### config.mk
export PLATFORM = sky130hd
export DESIGN_NAME = dap_resp_arbiter
export DESIGN_NICKNAME = d
export VERILOG_FILES = /design/src/rtl/dap_resp_arbiter.sv
export SDC_FILE = /design/constraint.sdc
export NUM_CORES = 1
export LEC_CHECK = 0
export BUFFER_PORTS_ARGS = -buffer_cell sky130_fd_sc_hd__clkbuf_2
export CAP_MARGIN = 15
export CORE_MARGIN = 10
export CORE_UTILIZATION = 46
export CTS_BUF_LIST = sky130_fd_sc_hd__clkbuf_4 sky130_fd_sc_hd__clkbuf_8 sky130_fd_sc_hd__clkbuf_16
export DETAILED_ROUTE_END_ITERATION = 10
export PLACE_DENSITY = 0.85
export SLEW_MARGIN = 10
export SYNTH_ARGS = -nofsm -noshare
export SYNTH_HDL_FRONTEND = slang
export SYNTH_SLANG_ARGS = --single-unit
### constraint.sdc
create_clock -name hclk -period 2.42 [get_ports hclk]
set_clock_uncertainty 0.05 [all_clocks]
set_input_delay 0.363 -clock hclk [delete_from_list [all_inputs] [get_ports hclk]]
set_output_delay 0.363 -clock hclk [all_outputs]
set_load 0.03 [all_outputs]
### src/rtl/dap_resp_arbiter.sv
// dap_resp_arbiter: round-robin, packet-locked arbiter sharing the DAP response byte stream
// Ports: hclk/hreset (sync active-high) clock and reset; en block enable (low = flush);
//   req_mask/req_tvalid/req_tdata/req_tlast/req_tready per-requester byte streams;
//   out_tvalid/out_tready/out_tdata/out_tlast/out_tid registered output stream;
//   busy stream locked to a requester; err_timeout/err_id/err_clr watchdog release report.
module dap_resp_arbiter #(
    parameter int  NUM_REQ     = 4,
    parameter int  TIMEOUT_CYC = 1024,
    localparam int ID_W        = $clog2(NUM_REQ)
) (
    input  logic                 hclk,
    input  logic                 hreset,
    input  logic                 en,
    input  logic [NUM_REQ-1:0]   req_mask,
    input  logic [NUM_REQ-1:0]   req_tvalid,
    input  logic [NUM_REQ*8-1:0] req_tdata,
    input  logic [NUM_REQ-1:0]   req_tlast,
    output logic [NUM_REQ-1:0]   req_tready,
    output logic                 out_tvalid,
    input  logic                 out_tready,
    output logic [7:0]           out_tdata,
    output logic                 out_tlast,
    output logic [ID_W-1:0]      out_tid,
    output logic                 busy,
    output logic                 err_timeout,
    output logic [ID_W-1:0]      err_id,
    input  logic                 err_clr
);
    localparam int WD_W = $clog2(TIMEOUT_CYC);
    typedef enum logic {IDLE, LOCKED} state_t;
    state_t state, state_nxt;
    logic [ID_W-1:0] grant, grant_nxt, last_grant, last_grant_nxt, winner, cidx;
    logic [WD_W-1:0] wd;
    logic [NUM_REQ-1:0] cand;
    logic found, hs, wd_exp;
    assign cand = req_tvalid & req_mask;
    assign busy = state == LOCKED;
    assign req_tready = (busy && en && (!out_tvalid || out_tready)) ? NUM_REQ'(1) << grant : '0;
    assign hs = req_tvalid[grant] && req_tready[grant];
    // a handshake in the expiry cycle keeps the lock
    assign wd_exp = en && busy && !hs && wd == WD_W'(TIMEOUT_CYC - 1);
    // rotating priority: first eligible requester after the previous owner
    always_comb begin
        winner = '0;
        found = 1'b0;
        cidx = '0;
        for (int k = 1; k <= NUM_REQ; k++) begin
            cidx = ID_W'((int'(last_grant) + k) % NUM_REQ);
            if (!found && cand[cidx]) begin
                found = 1'b1;
                winner = cidx;
            end
        end
    end
    always_comb begin
        state_nxt = state;
        grant_nxt = grant;
        last_grant_nxt = last_grant;
        if (!en)
            state_nxt = IDLE;
        else if (!busy && found) begin
            state_nxt = LOCKED;
            grant_nxt = winner;
        end else if ((hs && req_tlast[grant]) || wd_exp) begin
            state_nxt = IDLE;
            last_grant_nxt = grant;
        end
    end
    always_ff @(posedge hclk) begin
        if (hreset) begin
            state <= IDLE;
            grant <= '0;
            last_grant <= ID_W'(NUM_REQ - 1);
        end else begin
            state <= state_nxt;
            grant <= grant_nxt;
            last_grant <= last_grant_nxt;
        end
    end
    always_ff @(posedge hclk) begin
        if (hreset) begin
            out_tvalid <= 1'b0;
            out_tdata <= '0;
            out_tlast <= 1'b0;
            out_tid <= '0;
            wd <= '0;
            err_timeout <= 1'b0;
            err_id <= '0;
        end else begin
            if (!en)
                out_tvalid <= 1'b0;
            else if (hs) begin
                out_tvalid <= 1'b1;
                out_tdata <= req_tdata[8*grant +: 8];
                out_tlast <= req_tlast[grant];
                out_tid <= grant;
            end else if (out_tready)
                out_tvalid <= 1'b0;
            wd <= (!en || !busy || hs || wd_exp) ? '0 : wd + 1'b1;
            if (wd_exp) begin
                err_timeout <= 1'b1;
                err_id <= grant;
            end else if (err_clr)
                err_timeout <= 1'b0;
        end
    end
endmodule
## After elaboration in Yosys (flattened, before gate mapping)

Index checks and enable logic that the tools add are counted.

- Register bits: 30
- Bits of input ports: 49
- Output and inout port bits: 20
- Word-level logic and storage cells: 85

- Add/sub/neg operators: 5
- Order comparisons: 5
- Equal/unequal tests: 1
- Shift operators: 2
- Mux-type cells: 29
- Bitwise gates (word level): 3
- Reductions and logical operators: 30

Operators by type and width:

| kind | number |
|---|---|
| 32-bit by 6-bit variable part select with 8-bit output | 1 |
| 1-bit 2-to-1 mux | 17 |
| 2-bit by 3-bit less-than comparator with 1-bit output, second input constant | 5 |
| 1-bit binary-select mux with 2-bit select | 7 |
| 10-bit by 1-bit adder with 10-bit output, second input constant | 1 |
| 10-bit equality test, second input constant | 1 |
| 1-bit logical AND | 10 |
| 2-bit 2-to-1 mux | 4 |
| 1-bit zero test | 7 |
| 2-bit nonzero test | 3 |
| 1-bit logical OR | 5 |
| 2-bit by 1-bit adder with 2-bit output, second input constant | 2 |
| 2-bit adder, second input constant | 2 |
| 4-bit bitwise AND | 1 |
| 4-bit 2-to-1 mux | 1 |
| 2-bit AND reduction | 2 |
| 2-bit OR reduction | 2 |
| 1-bit by 2-bit left shift with 4-bit output, first input constant | 1 |
| 3-bit AND reduction | 1 |
| 1-bit NOT | 2 |

## Longest topological paths before layout

- Depth in word-level cells: 16
- Mapped depth: 7
- Mapped depth without buffers: 6

## Worst setup path before layout

Ideal clock, no wire load.

- Kind: register to output
- Start point: register state (netlist: busy)
- End point: output req_tready[0]
- Arrival time: 1.686 ns
- Data required time: 2.007 ns
- Setup slack: 0.321 ns
- Stages on the path, launching flop included: 4
- Path buffers: 0
- Cells stage by stage: dfxtp_1 and2_1 and2_1 nor3b_1

- Cells in the longest elaborated chain, start to end: 3

RTL lines:

| item | RTL line | RTL |
|---|---|---|
| start, declared | 31 | `state_t state, state_nxt;` |
| start signal, assigned | 75 | `state <= state_nxt;` |
| 1-bit logical AND (2 in series) | 38 | `assign req_tready = (busy && en && (!out_tvalid \|\| out_tready)) ? NUM_REQ'(1) << grant : '0;` |
| 4-bit 2-to-1 mux | 38 |  |
| end, declared | 18 | `output logic [NUM_REQ-1:0] req_tready,` |

Every way passes these cells.

## Worst setup path in the final report

- Start point: register wd[0]
- End point: register last_grant[0]

- Cells in the longest elaborated chain, start to end: 4

RTL lines:

| item | RTL line | RTL |
|---|---|---|
| start, declared | 33 | `logic [WD_W-1:0] wd;` |
| start signal, assigned | 99 | `wd <= (!en \|\| !busy \|\| hs \|\| wd_exp) ? '0 : wd + 1'b1;` |
| 10-bit equality test | 41 | `assign wd_exp = en && busy && !hs && wd == WD_W'(TIMEOUT_CYC - 1);` |
| 1-bit logical AND | 41 |  |
| 1-bit logical OR | 64 | `end else if ((hs && req_tlast[grant]) \|\| wd_exp) begin` |
| 3-bit AND reduction (no source line) | - |  |
| end signal, assigned | 73 | `last_grant <= ID_W'(NUM_REQ - 1);` |
| end signal, assigned | 77 | `last_grant <= last_grant_nxt;` |
| end, declared | 32 | `logic [ID_W-1:0] grant, grant_nxt, last_grant, last_grant_nxt, winner, cidx;` |

Every way passes these cells.
A chain may end at the register's enable or synchronous reset.

==> key figures <==
Run status
  • Status: finished clean

Place
  • HPWL Detailed: around 3.3 mm
  • Port Buffers: 68
  • Placed cell area: around 1900 sq um
  • Routability cong.: around 0.85

Timing
  • TNS Setup: 0 ns
  • RSZ-0062 raised after global routing: no
  • Fmax: roughly 480 MHz
  • Max-slew headroom: 75.6%
  • Slew Viols, Final: 0
  • Min cycle time layout: 2.07 ns
  • Final Hold Viols: 0
  • Worst hold slack: 0.277 ns
  • # setup viols final: 0
  • Period utilisation layout: between 80% and 90%
  • Worst-margin pin slew: roughly 0.36 ns

Floorplanning
  • Die Ht: 77.4 um
  • Die ar.: about 6000 sq um
  • Num rows: 20
  • Core Box Area: roughly 3100 sq um
  • Die X: roughly 77 um
  • Starting density of the core: around half
  • IO Count: 69

Logic synthesis
  • Syn. warnings: 0
  • Ys flop type: dfxtp_1
  • Post-synth EDFFs: 0
  • Avg Cell Area, Syn: between 9 and 10 sq um
  • Mapped Nets: about 210
  • Synth top area cells: dfxtp_1, mux4_2, mux2i_1, nor2_1, nand2_1
  • Synth cell types: 36
  • Synthesized area: around 1500 sq um
  • Top-area cell type share of the netlist area: 39.6%
  • Most frequent cell after synthesis: dfxtp_1
  • Async set or reset register ratio after synthesis: 0%
  • Register area share after synthesis: roughly 40%
  • Post-synth top cells: dfxtp_1, nor2_1, nand2_1
  • Post-synth top area cell: dfxtp_1
  • Post-synthesis instance total: ~160
  • Synthesized flop and latch total: 30

GRT
  • Antenna violations before repair: 0
  • Gr busiest metal: met2
  • First-pass GRT wire length: approximately 6.5 mm
  • GRT Residual Overflow: 0
  • Largest net degree at the start of global routing: 21
  • Met3 usage: around 4%
  • GRT Total Usage: between 10% and 20%
  • Met2 Usage GRT: between 20% and 30%
  • Vias in the first global route: between 1000 and 1500
  • M1 GR Usage: ~15%

Power and ir drop
  • Total power: approximately 0.98 mW
  • Power per Cell Area: just over 500 nW/um^2
  • Leakage: roughly 0.92 nW
  • Sequential power share: around half
  • Clk pwr share: 31.9%
  • Comb power frac: approximately 16%
  • Internal Power: roughly 0.74 mW
  • Net Sw Frac: 25.1%
  • Worst VDD drop: 270 uV
  • Switch Pwr: 0.247 mW

Worst setup path
  • Arrival @ worst endpoint: 2.24 ns
  • Crit path capture type: register
  • CP Launch Type: register
  • Critical path buffer and inverter count: 0
  • Crit path cell chain: ha_1, and4_1, nor4b_1, and3_1, nor2_1, a211o_1
  • Critical Path Stages: 6
  • Delay-heaviest family, CP: simple AND/OR/NAND/NOR gates
  • Reg2reg path depth: 6
  • Required @ worst endpoint: 2.58 ns
  • WS Path Type: reg -> reg
  • CP max-delay cell: and3_1
  • Worst-path fanout max: 7
  • CP max stage delay: a little under 0.4 ns

Layout
  • Layout fillers: a little under 300
  • Number of nets in the layout: between 200 and 300
  • Ratio of cells with drive above 1 in the final layout: between 30 and 40%
  • Final Cell Area: 1950 sq um
  • Sequential cell area: ~600 sq um
  • Area delta synth->final: 28.7%
  • Multi-input logic area: about 850 sq um
  • ANT cells: 0

Hold path
  • Min-Delay Path Class: in -> reg
  • WHS Path Cells: 3

Run
  • Number of max-cap violations: 0

Detailed routing
  • Final wirelength: around 4 mm
  • Per-cell routed wire length: ~14 um
  • Mean number of vias per cell: approximately 5.1
  • DRC Markers: 0
  • 1st-pass router iterations: 4
  • Post-route ant nets: 0
  • DR vias: between 1000 and 1500
  • Iteration-0 DRC Markers: 39

Clock network
  • Clk sinks: 30
  • Hold_buf cts: 0
  • CTS buffer count: 5
  • # H-tree levels: 2
  • Number of setup buffers added after CTS: 0
  • Clock Latency Late Sink: 0.32 ns
  • CTS Buffer Depth: 2
  • Clock transition at the registers of the reported paths: ~0.09 ns
  • CTS resizes: 0
  • CTS tree: done
  • Root Buffer: clkbuf_4
==> cell type report <==
cell class                      instances  share of cell area [%]
Sequential cell                        30                    30.8
Multi-Input combinational cell        117                    43.5
Tap cell                               44                    2.82
Clock inverter                          1                   0.257
Clock buffer                            7                    3.02
Timing Repair Buffer                   71                    18.6
Inverter                                5                   0.963
==> final timing paths <==
kind / to / startpoint / slack (ns)
worst max register to register: last_grant[0]$_SDFFE_PP1P_ / wd[0]$_SDFF_PP0_ / 0.35
worst min register to register: wd[0]$_SDFF_PP0_ / wd[0]$_SDFF_PP0_ / 0.39
worst max-delay path: last_grant[0]$_SDFFE_PP1P_ / wd[0]$_SDFF_PP0_ / 0.35
worst min-delay path: busy$_SDFFE_PP0P_ / en / 0.28
==> layout by cell type, fill, tap and decap left out, drive strengths merged, types with 5 or more instances in the layout <==
cell	instances
nand2	16
nor2	28
mux2i	12
mux4	9
a21oi	5
nand3	9
clkbuf	75
inv	5
dfxtp	30
==> routing by layer <==
layer,wire (um),share of wire (%)
met2,1910,49
met3,284,7.2
met4,91,2.3
met1,1650,42
met5,0,0
==> power groups by stage <==
stage	registers [mW]	logic [mW]	clock network, mW
finish	0.509	0.160	0.314
global route	0.511	0.177	0.340
CTS	0.509	0.162	0.319
detailed placement	0.521	0.161	0
global placement	0.520	0.158	0
floorplan	0.530	0.0905	0
==> registers in the layout (all words and copies together) (netlist names) <==
name         count
wd              10
out_tdata        8
err_id           2
grant            2
last_grant       2
out_tid          2
busy             1
err_timeout      1
out_tlast        1
out_tvalid       1
==> stage by stage <==
step           worst slack [ns]  std cells  util (%)
2_1_floorplan             0.321        161         -
3_5_place_dp              0.336        267      60.8
5_1_grt                   0.135        275      62.8
3_3_place_gp              0.447        267      60.8
4_1_cts                   0.322        275      62.8
6_report                  0.348        275      62.8
==> cells by family (layout without fill, tap and decap cells) <==
family / Yosys count / count (layout) / share of synthesized area [%]
multiplexers: 21 / 21 / 21.3
flip-flops: 30 / 30 / 39.6
AND/OR/NAND/NOR: 69 / 69 / 21.1
AO/OA/AOI/OAI: 18 / 18 / 8.17
XOR/XNOR: 8 / 8 / 4.62
buffers and inverters: 14 / 84 / 4.38
adder cells (fa/ha/maj): 1 / 1 / 0.826
==> worst min-delay path, stage by stage <==
cell,delay [ns]
clkbuf_2,0.11
nand2_1,0.08
nor4_1,0.05
No activity file was read; power rests on OpenSTA's default activity.
